## src/rtl/ground_touch_ctrl.sv

```systemverilog
// ground_touch_ctrl: ground ROM addressing, animation tick counter and per-tile sticky touch flags
//   Optional feature macro: GROUND_TOUCH_PULSE_EN adds o_touch_pulse.
//   Ports:
//     clk, rst_n          clock, asynchronous active-low reset
//     i_col, i_row        current VGA pixel; i_pix_valid marks the visible area
//     i_player_x/y        player hitbox top-left corner
//     i_tile_x/y          three tile top-left corners (10/9-bit fields, tile k at field k)
//     i_game_rst          synchronous clear of all touch state
//     o_ipcnt             free-running counter, wraps after TICK_MAX
//     o_ground            registered ground ROM address for the current pixel
//     o_ground_hit        registered one-hot tile hit for the current pixel
//     o_bk_touched        sticky per-tile touched flags
//     o_touch_pulse       one-cycle pulse when a flag rises (macro only)
module ground_touch_ctrl #(
    parameter int          TILE_W      = 64,
    parameter int          TILE_H      = 64,
    parameter int          PLAYER_W    = 32,
    parameter int          PLAYER_H    = 32,
    parameter int unsigned TICK_MAX    = 6000000,
    parameter int          TOUCH_TICKS = 3
) (
    input  logic        clk,
    input  logic        rst_n,
    input  logic [9:0]  i_col,
    input  logic [8:0]  i_row,
    input  logic        i_pix_valid,
    input  logic [9:0]  i_player_x,
    input  logic [8:0]  i_player_y,
    input  logic [29:0] i_tile_x,
    input  logic [26:0] i_tile_y,
    input  logic        i_game_rst,
    output logic [31:0] o_ipcnt,
    output logic [11:0] o_ground,
    output logic [2:0]  o_ground_hit,
    output logic [2:0]  o_bk_touched
`ifdef GROUND_TOUCH_PULSE_EN
    ,
    output logic [2:0]  o_touch_pulse
`endif
);
    typedef enum logic [1:0] {S_IDLE, S_ARMING, S_LATCHED} state_t;

    logic [31:0] r_ipcnt;
    logic [11:0] r_ground;
    logic [2:0]  r_ground_hit;
    logic [2:0]  r_bk_touched;
    logic        w_tick;
    logic [9:0]  w_tx [3];
    logic [8:0]  w_ty [3];
    logic [11:0] w_addr_k [3];
    logic [11:0] w_addr;
    logic [2:0]  w_hit_raw;
    logic [2:0]  w_hit_sel;
    logic [2:0]  w_ovl;
    logic [2:0]  w_latch_nx;
    state_t      r_state [3];
    state_t      w_state_nx [3];
    logic [3:0]  r_cnt [3];
    logic [3:0]  w_cnt_nx [3];

    assign w_tick = (r_ipcnt == TICK_MAX);

    // All edge sums are done at 11 bits so a tile near the screen edge never wraps.
    for (genvar g = 0; g < 3; g++) begin : g_tile
        assign w_tx[g]      = i_tile_x[10*g +: 10];
        assign w_ty[g]      = i_tile_y[9*g +: 9];
        assign w_hit_raw[g] = ({1'b0, i_col} >= {1'b0, w_tx[g]}) &&
                              ({1'b0, i_col} < {1'b0, w_tx[g]} + 11'(TILE_W)) &&
                              ({2'b0, i_row} >= {2'b0, w_ty[g]}) &&
                              ({2'b0, i_row} < {2'b0, w_ty[g]} + 11'(TILE_H));
        assign w_ovl[g]     = ({1'b0, i_player_x} < {1'b0, w_tx[g]} + 11'(TILE_W)) &&
                              ({1'b0, i_player_x} + 11'(PLAYER_W) > {1'b0, w_tx[g]}) &&
                              ({2'b0, i_player_y} < {2'b0, w_ty[g]} + 11'(TILE_H)) &&
                              ({2'b0, i_player_y} + 11'(PLAYER_H) > {2'b0, w_ty[g]});
        assign w_addr_k[g]  = 12'(32'(i_row - w_ty[g]) * 32'(TILE_W) + 32'(i_col - w_tx[g]));
    end

    // Isolate the lowest set bit so overlapping tiles resolve to the lowest index.
    assign w_hit_sel = w_hit_raw & (~w_hit_raw + 3'd1);
    assign w_addr    = w_hit_sel[0] ? w_addr_k[0] :
                       w_hit_sel[1] ? w_addr_k[1] :
                       w_hit_sel[2] ? w_addr_k[2] : 12'd0;

    always_comb begin
        for (int k = 0; k < 3; k++) begin
            w_state_nx[k] = r_state[k];
            w_cnt_nx[k]   = r_cnt[k];
            if (i_game_rst) begin
                w_state_nx[k] = S_IDLE;
                w_cnt_nx[k]   = 4'd0;
            end else if (w_tick) begin
                case (r_state[k])
                    S_IDLE: begin
                        if (w_ovl[k]) begin
                            w_state_nx[k] = (TOUCH_TICKS == 1) ? S_LATCHED : S_ARMING;
                            w_cnt_nx[k]   = 4'd1;
                        end
                    end
                    S_ARMING: begin
                        w_cnt_nx[k]   = w_ovl[k] ? r_cnt[k] + 4'd1 : 4'd0;
                        w_state_nx[k] = !w_ovl[k] ? S_IDLE :
                                        (r_cnt[k] + 4'd1 == 4'(TOUCH_TICKS)) ? S_LATCHED : S_ARMING;
                    end
                    default: ;
                endcase
            end
            w_latch_nx[k] = (w_state_nx[k] == S_LATCHED);
        end
    end

    always_ff @(posedge clk or negedge rst_n) begin
        if (!rst_n) begin
            r_ipcnt      <= '0;
            r_ground     <= '0;
            r_ground_hit <= '0;
            r_bk_touched <= '0;
            for (int k = 0; k < 3; k++) begin
                r_state[k] <= S_IDLE;
                r_cnt[k]   <= '0;
            end
        end else begin
            r_ipcnt      <= w_tick ? '0 : r_ipcnt + 32'd1;
            r_ground     <= i_pix_valid ? w_addr : 12'd0;
            r_ground_hit <= i_pix_valid ? w_hit_sel : 3'd0;
            r_bk_touched <= w_latch_nx;
            for (int k = 0; k < 3; k++) begin
                r_state[k] <= w_state_nx[k];
                r_cnt[k]   <= w_cnt_nx[k];
            end
        end
    end

`ifdef GROUND_TOUCH_PULSE_EN
    logic [2:0] r_touch_pulse;

    // r_bk_touched mirrors "currently LATCHED", so this fires only on entry.
    always_ff @(posedge clk or negedge rst_n) begin
        if (!rst_n) r_touch_pulse <= '0;
        else        r_touch_pulse <= w_latch_nx & ~r_bk_touched;
    end

    assign o_touch_pulse = r_touch_pulse;
`endif

    assign o_ipcnt      = r_ipcnt;
    assign o_ground     = r_ground;
    assign o_ground_hit = r_ground_hit;
    assign o_bk_touched = r_bk_touched;
endmodule

```

## config.mk

```make
export PLATFORM = sky130hd
export DESIGN_NAME = ground_touch_ctrl
export DESIGN_NICKNAME = d
export VERILOG_FILES = /design/src/rtl/ground_touch_ctrl.sv
export SDC_FILE = /design/constraint.sdc
export NUM_CORES = 1
export LEC_CHECK = 0
export ABC_AREA = 1
export CORE_MARGIN = 10
export CORE_UTILIZATION = 35
export CTS_CLUSTER_SIZE = 30
export DETAILED_ROUTE_END_ITERATION = 7
export SYNTH_ARGS = -nofsm -noshare
export SYNTH_HDL_FRONTEND = slang
export SYNTH_SLANG_ARGS = --single-unit
export TNS_END_PERCENT = 1
```

## constraint.sdc

```tcl
create_clock -name clk -period 2.55 [get_ports clk]
set_input_delay 0.6375 -clock clk [delete_from_list [all_inputs] [get_ports clk]]
set_output_delay 0.6375 -clock clk [all_outputs]
set_load 0.03 [all_outputs]
```

# After elaboration in Yosys (flattened, before gate mapping)
# Cells that the tools add are included.
[totals]
ff_bits = 68
latch_bits = 0
mem_bits_rw = 0
rom_bits = 0
input_bits = 99
output_inout_bits = 50
word_cells = 138
mem_count = 0
[classes]
add_sub_neg = 22
mul = 0
n_div = 0
n_lt_le_gt_ge = 24
n_eq_ne = 13
shifts = 0
mux = 39
n_bitwise = 2
n_reduce_logical = 28
[ops]
columns = ["cell", "n"]
rows = [
  ["10-bit by 11-bit less-than comparator with 1-bit output", 6],
  ["9-bit by 10-bit less-than comparator with 1-bit output", 6],
  ["12-bit two-way mux", 4],
  ["4-bit two-way mux", 12],
  ["12-bit by 11-bit adder with 12-bit output", 3],
  ["10-bit by 7-bit adder with 11-bit output, second input constant", 3],
  ["11-bit by 10-bit greater-than comparator with 1-bit output", 3],
  ["10-bit by 10-bit subtractor with 11-bit output", 3],
  ["32-bit by 1-bit adder with 32-bit output, second input constant", 1],
  ["32-bit by 23-bit equality test with 1-bit output, second input constant", 1],
  ["32-bit two-way mux", 1],
  ["9-bit by 7-bit adder with 10-bit output, second input constant", 3],
  ["10-bit >= comparator", 3],
  ["10-bit by 9-bit greater-than comparator with 1-bit output", 3],
  ["2-bit two-way mux", 15],
  ["9-bit >= comparator", 3],
  ["4-bit case mux with 2 select lines", 3],
  ["1-bit logical AND", 18],
  ["6-bit subtractor", 3],
  ["4-bit by 1-bit adder with 4-bit output, second input constant", 3],
  ["4-bit by 2-bit equality test with 1-bit output, second input constant", 3],
  ["2-bit case mux with 2 select lines", 3],
  ["10-bit by 6-bit adder with 11-bit output, second input constant", 1],
  ["9-bit by 6-bit adder with 10-bit output, second input constant", 1],
  ["other kinds (11)", 23],
]

# Logic depth before layout (Yosys ltp)
# Gate-level depths: netlist of run 1.
[logic_depth]
depth_word = 12
mapped_depth = 22
mapped_depth_nobuf = 22

# Worst setup path after synthesis of run 1
# No wires, ideal clock.
[synth_timing]
path_type = "in2reg"
from = "input i_col[0]"
to = "register r_ground[11] (netlist: o_ground[11])"
setup_time_ns = 0.077
arrival_time_ns = 3.080
required_ns = 2.473
path_slack_ns = -0.607
cell_stages = 20
n_path_buf = 0
cell_sequence = "inv_1 > ha_1 > inv_1 > fa_1 > nand3_1 > nand2_1 > a211oi_1 > xor2_1 > inv_1 > ha_1 > a21o_1 > nand3_1 > nand3_1 > nand3_1 > nand2_1 > nand2_1 > nand2_1 > nand2_1 > nand2_1 > a21oi_1"
[synth_via]
elab_chain_len = 11
word_cells_on_any_way = 28
cone_classes = "7 x add/sub; 6 x order compare; 4 x mux; 2 x bitwise; 9 x reduce/logical"
[synth_rtl]
columns = ["item", "line_no", "source"]
rows = [
  ["start: declaration", "24", "input logic [9:0] i_col,"],
  ["10-bit by 11-bit less-than comparator with 1-bit output / 10-bit >= comparator (equally long branches)", "68, 67", ""],
  ["1-bit logical AND", "67", "assign w_hit_raw[g] = ({1'b0, i_col} >= {1'b0, w_tx[g]}) &&"],
  ["1-bit logical AND", "68", "({1'b0, i_col} < {1'b0, w_tx[g]} + 11'(TILE_W)) &&"],
  ["1-bit logical AND", "69", "({2'b0, i_row} >= {2'b0, w_ty[g]}) &&"],
  ["3-bit NOT", "79", "assign w_hit_sel = w_hit_raw & (~w_hit_raw + 3'd1);"],
  ["3-bit by 1-bit adder with 3-bit output", "79", ""],
  ["3-bit bitwise AND", "79", ""],
  ["12-bit two-way mux", "82", "w_hit_sel[2] ? w_addr_k[2] : 12'd0;"],
  ["12-bit two-way mux", "81", "w_hit_sel[1] ? w_addr_k[1] :"],
  ["12-bit two-way mux *", "80", "assign w_addr = w_hit_sel[0] ? w_addr_k[0] :"],
  ["12-bit two-way mux *", "123", "r_ground <= i_pix_valid ? w_addr : 12'd0;"],
  ["end signal: assignment", "123", ""],
  ["end: declaration", "44", "logic [11:0] r_ground;"],
]
# Mark *: on every way between the ends. The rest lies on a longest branch, timed or not.
# A chain may end at the register's enable or synchronous reset.

# Final worst setup path of run 1
[layout_timing]
from = "input i_col[4]"
to = "register r_ground[11] (netlist: o_ground[11])"
# Same word-level chain as after synthesis.

==> results.yml, run 1 <==
synthesis:
  syn_area_mm2: 0.0104
  yosysTopAreaCell: "ha_1"
  ys_seq_elements: 68
  syn_inst: 1565
  synthFlopType: "dfrtp_1"
  ys_seq_area_share_pct: 16.3
  synthArstFlopShare_pct: 100
  syn-num-nets: 1866
  ys_types: 49
  synth_edf_count: 0
  synth_area_per_cell_um2: 6.67
  synthTopCellsByArea: "ha_1 23%, dfrtp_1 16%, nand2_1 13%, inv_1 9.3%, nor2_1 5.6%"
  yosysWarnings: 0
  yosysTopAreaCellShare_pct: 23.1
critical_path:
  cp_max_fo: 3
  critical_path_class: "primary input to register"
  crit_chain: "clkdlybuf4s15_2 -> ha_4 -> buf_4 -> nand2_1 -> nor2_2 -> nand2_2 -> a21oi_2 -> buf_4 -> nor2_2 -> ha_1 -> nand4_1 -> or2_4 -> nand3_4 -> nand3_2 -> nand2_1 -> nand2_1 -> nand2_1 -> nand4_1 -> a21oi_1"
  cp-startpoint: "i_col[4]"
  cp.required_ps: 2800
  critPathLaunchType: "primary input"
  regToRegStartpoint: "o_ipcnt[26]"
  crit_path_end_kind: "register"
  path_delay_family: "simple AND/OR/NAND/NOR gates"
  slowest_stage: "ha_4"
  cp.arrival_ps: 3150
  critPathBufInv: 3
  crit_path_frequent_cell: "nand2_1"
  crit_path_max_incr_delay_ps: 310
drt:
  drt_pass1_iterations: 7
  ant_nets: 0
  drt-total-wl_mm: 37.7
  wl_per_cell_um: 15.6
  drc_errors: 0
  viasPerCell: 4.91
  vias: 11800
  drtIter0Drc: 665
clock_tree:
  clk_latency_ps: 330
  htree_levels: 3
  numCtsBuffers: 9
  cts_max_path_buffers: 2
  cts_tree: "built"
  clkTransAtPathRegs_ps: 60
  root_buffer: "clkbuf_16"
  clkSinkCount: 68
  hold_buffers: 0
die:
  fp.dieH_um: 193
  start_util_pct: 35.3
  core_area_mm2: 0.0296
  rows: 63
  die-area_mm2: 0.0371
  die_w_um: 193
  io_pins: 149
grt:
  antenna_found_initial: 0
  grt_usage_pct: 20.0
  grt_pass1_wl_mm: 59.7
  grt_max_degree: 69
  grt_pass1_vias: 11800
  grt_overflow: 0
timing:
  slew_headroom_pct: 72.0
  fin_crit_sh_pct: 114
  tightest_slew_ps: 417
  post-route-min-period_ps: 2900
  fmax_ghz: 0.345
  grt_setup_unrepaired: "true"
  finClkSkew_ps: 6.46
  slew_violations: 0
  finalHoldViolCount: 0
  setup_ws_ps: -348
  setup_viol: 28
final_layout:
  drive_gt1_share_pct: 29.8
  fin_util_pct: 54.9
  fin_area_mm2: 0.0162
  nets: 2316
  layout_common_cells: "336 x nand2_1, 284 x buf_4, 221 x inv_1, 145 x ha_1, 136 x nor2_1"
  final_common_cell: "nand2_1"
  area_delta_synth_final_pct: 55.3
  num_antenna_cells: 0
outcome:
  violations: "negative setup slack"
  run_status: "complete, but fails checks"
power:
  power_leakage_nw: 8.40
  powerDensity_mw_per_mm2: 377
  irDropWorstVdd_uv: 297
worst_hold_path:
  hold_path.class: "primary input to async pin"
place:
  port_buffers: 148
  placed_cell_area_mm2: 0.0145
  place_hpwl_mm: 31.4
  gp_congestion: 0.980
job:
  cap_violations: 0
==> cells by family after synthesis <==
logic type | after synthesis | synth area share (%)
simple gates | 769 | 33.2
buf+inv | 275 | 10.1
fa+ha+maj | 202 | 24.9
compound gates | 178 | 9.43
xor+xnor | 73 | 6.12
flops | 68 | 16.3
==> flip-flops by register name, indices dropped and copies added (netlist names) <==
signal / cells
r_cnt: 12
o_ground: 12
o_ground_hit: 3
o_ipcnt: 32
r_state: 6
o_bk_touched: 3
==> power breakdown <==
part / internal, mW / total (mW) / leakage (nW) / switching (mW)
Clock: 1.01 / 1.49 / 0.176 / 0.476
Sequential: 1.10 / 1.11 / 0.933 / 0.0100
Combinational: 1.66 / 3.52 / 7.29 / 1.85
Total: 3.78 / 6.11 / 8.40 / 2.34
==> cells in the mapped netlist (5+ instances only) <==
| master | instances |
|---|---|
| inv_1 | 259 |
| nor3_1 | 38 |
| ha_1 | 193 |
| dfrtp_1 | 68 |
| o21ai_0 | 37 |
| nand3_1 | 116 |
| nor2_2 | 9 |
| buf_2 | 5 |
| a31oi_1 | 10 |
| a21oi_1 | 99 |
| a21o_1 | 14 |
| nand2_1 | 361 |
| nor2_4 | 5 |
| inv_2 | 6 |
| nor2_1 | 157 |
| nand4_1 | 43 |
| fa_1 | 9 |
| nand2_2 | 10 |
| xor2_1 | 46 |
| xnor2_1 | 27 |
==> what timing repair did <==
action | CTS | global route
setup buffers | 22 | 5
setup endpoints to repair | 36 | 36
resized for setup | 326 | 62
pin swaps | 103 | 34
==> cell type report <==
type                       instances  area [um2]
fill                            2830       13300
multi-input combinational       1222        8940
timing repair buffer             448        3710
sequential                        68        1700
inverter                         266        1010
tap                              390         488
clock buffer                      11         253
clock inverter                     5         108
==> final timing paths <==
path                                 to  slack [ps]  cells past startpoint
hold / removal              o_ipcnt[11]         330                      2
min in group clk             o_ipcnt[0]         510                      1
hold reg to reg              o_ipcnt[0]         510                      1
max in group asynchronous   o_ipcnt[29]        1920                      2
setup / recovery           o_ground[11]        -350                     19
setup reg to reg             r_state[2]         410                      8
==> through the flow <==
stage                     TNS [ps]  power [mW]  std cells  hold WS (ps)  worst slack (ps)
after floorplan              -1430        2.75       1565           342              -452
after detailed placement    -28630        4.12       2367           509             -1260
after CTS                    -3060        5.99       2405           346              -266
after global routing         -7320        6.57       2410           364              -479
final                        -2650        6.11       2410           332              -348
after global placement      -27130        4.07       2367           508             -1210
==> layer usage <==
metal	track usage, %	wire length, um	vias up
li1	-	-	6014
met4	5.28	858	0
met3	3.38	2600	43
met2	33.1	17200	310
met5	0	0	-
met1	26.2	17100	5468
(Power assumes the default switching activity.)
==> run 2, diff against run 1 <==
Settings changed: CORE_MARGIN 10 to 2.
==> run 2 against run 1 <==
Net effect: the flow still finishes with violations (negative setup slack); maximum frequency increased by 1.3%; flip-flop and latch count unchanged; critical endpoint unchanged; first-iteration DRC count decreased by 6.0%.
==> results.yml, run 2 (synthesis gave the netlist of run 1 again) <==
outcome:
  run_status: "complete, but fails checks"
  violations: "negative setup slack"
drt:
  drc_errors: 0
  vias: 11700
  viasPerCell: 4.83
  wl_per_cell_um: 14.7
  drt_pass1_iterations: 6
  drtIter0Drc: 625
  drt-total-wl_mm: 35.6
  ant_nets: 0
place:
  gp_congestion: 0.957
  dp_cells: 2369
  place_hpwl_mm: 30.0
  port_buffers: 148
power:
  powerDensity_mw_per_mm2: 357
  power_leakage_nw: 8.35
  irDropWorstVdd_uv: 243
clock_tree:
  cts_tree: "built"
  htree_levels: 3
  root_buffer: "clkbuf_16"
  clkTransAtPathRegs_ps: 60
  clk_latency_ps: 330
  cts_max_path_buffers: 2
  numCtsBuffers: 9
  clkSinkCount: 68
grt:
  grt_overflow: 0
  grt_pass1_wl_mm: 57.9
  grt_usage_pct: 23.0
  grt_pass1_vias: 11500
  antenna_found_initial: 0
  grt_max_degree: 69
die:
  die_w_um: 177
  die-area_mm2: 0.0312
  core_area_mm2: 0.0295
  fp.dieH_um: 177
  io_pins: 149
  start_util_pct: 35.4
  rows: 63
critical_path:
  cp.arrival_ps: 3080
  cp-startpoint: "i_col[0]"
  critical_path_class: "primary input to register"
  cp.required_ps: 2770
  crit_path_end_kind: "register"
  regToRegStartpoint: "o_ipcnt[20]"
  critPathLaunchType: "primary input"
  cp_max_fo: 3
worst_hold_path:
  hold_path.class: "primary input to async pin"
timing:
  slew_violations: 0
  tightest_slew_ps: 416
  setup_ws_ps: -312
  finClkSkew_ps: 6.93
  fin_crit_sh_pct: 112
  whs_ps: 308
  slew_headroom_pct: 72.0
  finalHoldViolCount: 0
  grt_setup_unrepaired: "true"
  post-route-min-period_ps: 2860
  setup_viol: 34
  fmax_ghz: 0.349
final_layout:
  final_common_cell: "nand2_1"
  layout_common_cells: "344 x nand2_1, 283 x buf_4, 221 x inv_1, 148 x ha_1, 140 x nor2_1"
  num_antenna_cells: 0
  drive_gt1_share_pct: 28.2
  stdcell_count: 2411
  area_delta_synth_final_pct: 53.3
  fillers: 2804
  largest_register_ff_count: 32
  nets: 2317
job:
  cap_violations: 0
run 2: cell count changes in the layout (fill, tap and decap cells not counted), sizes merged:
| cell | change |
|---|---|
| buf | -4 |
| clkdlybuf4s15 | -5 |
| clkinvlp | +1 |
| clkdlybuf4s50 | +4 |
| clkinv | +3 |
| bufinv | -3 |
| dlygate4sd2 | +6 |
| clkbuf | -2 |
| dlymetal6s2s | +1 |
run 2: what timing repair did:
action,4_1_cts,5_1_grt
buffers inserted,24,2
hold buffers,0,0
resized for setup,304,22
setup endpoints to repair,36,36
pin swaps,117,27
run 2: report_power, final:
group	total, mW	internal [mW]	switching [mW]
clock network	1.17	0.682	0.484
logic	3.43	1.62	1.81
registers	1.11	1.10	0.00942
total	5.71	3.40	2.31
run 2: per-stage QoR:
stage | TNS [ps] | setup slack [ps] | instance area (um2) | power (mW) | utilization, %
floorplan | -1430 | -452 | 10500 | 2.75 | -
global placement | -27670 | -1250 | 14500 | 4.04 | 49.2
detailed placement | -28320 | -1280 | 14500 | 4.08 | 49.2
CTS | -3510 | -272 | 15900 | 5.64 | 54.0
global route | -8950 | -493 | 16000 | 6.14 | 54.3
finish | -3860 | -312 | 16000 | 5.71 | 54.3
run 2: worst max-delay path, stage by stage:
cell and delay (ps):
buf_8 110, inv_12 50, buf_8 100, ha_4 140
inv_2 40, fa_2 390, nand3_2 90, nand2_2 60
a211oi_2 200, xor2_1 160, inv_1 90, ha_4 250
a21o_1 200, nand3_2 70, nand3_2 80, inv_2 60
nand2_2 40, nand2_1 50, nand2_1 50, nand2_1 60
nand2_1 40, nand2_1 70, a21oi_2 50
run 2: metal layers:
| metal | part of all wire, % | track usage, % |
|---|---|---|
| met1 | 48 | 32.1 |
| met2 | 45 | 37.9 |
| met3 | 4.2 | 2.13 |
| met4 | 2.5 | 6.34 |
| met5 | 0 | 0 |
run 2: area by class of cell:
| type | count | area (um2) | area share (%) |
|---|---|---|---|
| Multi-Input combinational cell | 1222 | 8770 | 54.8 |
| Timing Repair Buffer | 449 | 3750 | 23.5 |
| Sequential cell | 68 | 1700 | 10.6 |
| Inverter | 266 | 1010 | 6.33 |
| Tap cell | 390 | 488 | 3.05 |
| Clock buffer | 10 | 239 | 1.49 |
| Clock inverter | 6 | 40.0 | 0.250 |
run 2: path summary, 6_finish.rpt:
| kind | slack, ps | cells after the start | end |
|---|---|---|---|
| min reg2reg | 510 | 1 | o_ipcnt[0] |
| min | 310 | 2 | o_ipcnt[31] |
| max reg2reg | 470 | 11 | r_state[0] |
| min in group clk | 510 | 1 | o_ipcnt[0] |
| max | -310 | 23 | o_ground[11] |
| max in group asynchronous | 1920 | 2 | r_cnt[0] |
==> run 3, diff against run 2 <==
--- a/config.mk
+++ b/config.mk
@@ -8,2 +8,3 @@
 export ABC_AREA = 1
+export CORE_ASPECT_RATIO = 1.25
 export CORE_MARGIN = 2
==> constraint.sdc (replaced) <==
create_clock -name clk -period 3.1 [get_ports clk]
set_input_delay 0.62 -clock clk [delete_from_list [all_inputs] [get_ports clk]]
set_output_delay 0.62 -clock clk [all_outputs]
set_load 0.03 [all_outputs]
==> run 3 against run 2 <==
Net effect: the run now ends clean; cell area decreased by 3.8%; combinational power decreased by 21%; first-iteration DRC count decreased by 14%; worst hold slack got worse by 22 ps; register-to-register slack improved by 560 ps; largest power group unchanged; flip-flop and latch count unchanged; power decreased by 16%; global-route usage increased by 0.18 points; routed wire length increased by 2.4%; worst setup slack improved by 410 ps; non-clock buffer count decreased by 58.
==> results.yml, run 3 (synthesis gave the netlist of run 1 again) <==
clock_tree:
  numCtsBuffers: 9
  clk_latency_ps: 340
  clkSinkCount: 68
  clkTransAtPathRegs_ps: 50
  hold_buffers: 0
  cts_tree: "built"
  cts_max_path_buffers: 2
  htree_levels: 3
  root_buffer: "clkbuf_16"
final_layout:
  largest_register_ff_count: 32
  stdcell_count: 2359
  drive_gt1_share_pct: 23.2
  final_common_cell: "nand2_1"
  layout_common_cells: "339 x nand2_1, 236 x buf_4, 233 x inv_1, 162 x ha_1, 150 x nor2_1"
  num_antenna_cells: 0
  nets: 2259
  area_delta_synth_final_pct: 47.5
  fin_util_pct: 52.5
drt:
  viasPerCell: 4.89
  ant_nets: 0
  drtIter0Drc: 538
  drt_pass1_iterations: 5
  drc_errors: 0
  drt-total-wl_mm: 36.4
  wl_per_cell_um: 15.4
  vias: 11500
critical_path:
  cp_max_fo: 4
  cp.arrival_ps: 3270
  cp.required_ps: 3370
  critical_path_class: "primary input to register"
  crit_path_end_kind: "register"
  critPathLaunchType: "primary input"
power:
  power_leakage_nw: 8.23
  irDropWorstVdd_uv: 203
  powerDensity_mw_per_mm2: 312
  p_total_mw: 4.80
outcome:
  run_status: "completed"
die:
  io_pins: 149
  core_area_mm2: 0.0293
  die_w_um: 158
  start_util_pct: 35.6
  die-area_mm2: 0.0312
  fp.dieH_um: 197
  rows: 70
grt:
  grt_max_degree: 45
  grt_pass1_wl_mm: 56.7
  grt_pass1_vias: 11500
  antenna_found_initial: 0
  grt_overflow: 0
  grt_usage_pct: 23.2
place:
  gp_congestion: 0.991
  post-place-ws_ps: -668
  port_buffers: 148
  place_hpwl_mm: 31.2
  dp_cells: 2335
timing:
  post-route-min-period_ps: 3010
  fin_crit_sh_pct: 97.0
  setup_viol: 0
  grt_setup_unrepaired: "true"
  finClkSkew_ps: 5.41
  slew_headroom_pct: 60.6
  slew_violations: 0
  fmax_ghz: 0.333
  tightest_slew_ps: 591
  setup_ws_ps: 93.2
  finalHoldViolCount: 0
worst_hold_path:
  hold_path.class: "primary input to async pin"
job:
  cap_violations: 0
[run 3: repair_timing]
action | in CTS | in global routing
pin swaps | 23 | 68
setup endpoints to repair | 5 | 28
gates resized for setup | 59 | 163
setup buffers | 0 | 8
cloned | 0 | 0
[run 3: area by class of cell]
| cell class | count | area [um2] |
|---|---|---|
| Sequential cell | 68 | 1700 |
| Clock buffer | 10 | 229 |
| Clock inverter | 6 | 113 |
| Timing Repair Buffer | 391 | 3370 |
| Fill cell | 2875 | 13900 |
| Inverter | 266 | 1000 |
| Multi-Input combinational cell | 1222 | 8490 |
| Tap cell | 396 | 495 |
[run 3: report_power, final]
part | internal [mW] | switching, mW
clock network | 0.787 | 0.392
registers | 0.906 | 0.00761
logic | 1.26 | 1.45
total | 2.95 | 1.85
[run 3: stage by stage]
stage	hold slack [ps]	setup TNS (ps)	area (um2)
2_1_floorplan	324	-0.00133	10400
4_1_cts	296	0	14700
3_5_place_dp	524	-7890	14100
5_1_grt	327	-62.2	15400
3_3_place_gp	508	-6980	14100
6_report	286	0	15400
[run 3: routing by layer]
layer	part of all wire (%)	track usage [%]
met1	40	25.7
met2	52	44.2
met3	2.9	2.08
met4	5.1	10.2
met5	0	0
[run 3: path summary, 6_finish.rpt]
| check | startpoint | endpoint | slack [ps] | cells after the start |
|---|---|---|---|---|
| max | i_col[2] | o_ground[11] | 90 | 18 |
| min reg2reg | o_ipcnt[0] | o_ipcnt[0] | 530 | 1 |
| max in group asynchronous | rst_n | o_ground[11] | 2170 | 2 |
| min in group clk | o_ipcnt[0] | o_ipcnt[0] | 530 | 1 |
| max reg2reg | o_ipcnt[20] | r_state[0] | 1030 | 11 |
| min | rst_n | o_ipcnt[13] | 290 | 1 |
[run 3: critical path, cell delays in order]
cell           delay (ps)
dlygate4sd2_1         430
ha_4                  280
a21oi_2               160
nand2_2                90
nand2_2               120
a21oi_2                80
a211oi_2              200
nor2_2                 60
ha_1                  290
nand4_1                90
or2_4                 270
nand3_4               100
nand3_4                80
nand2_2                60
nand2_1                40
nand2_1                60
nand4_1                90
a21oi_2               140
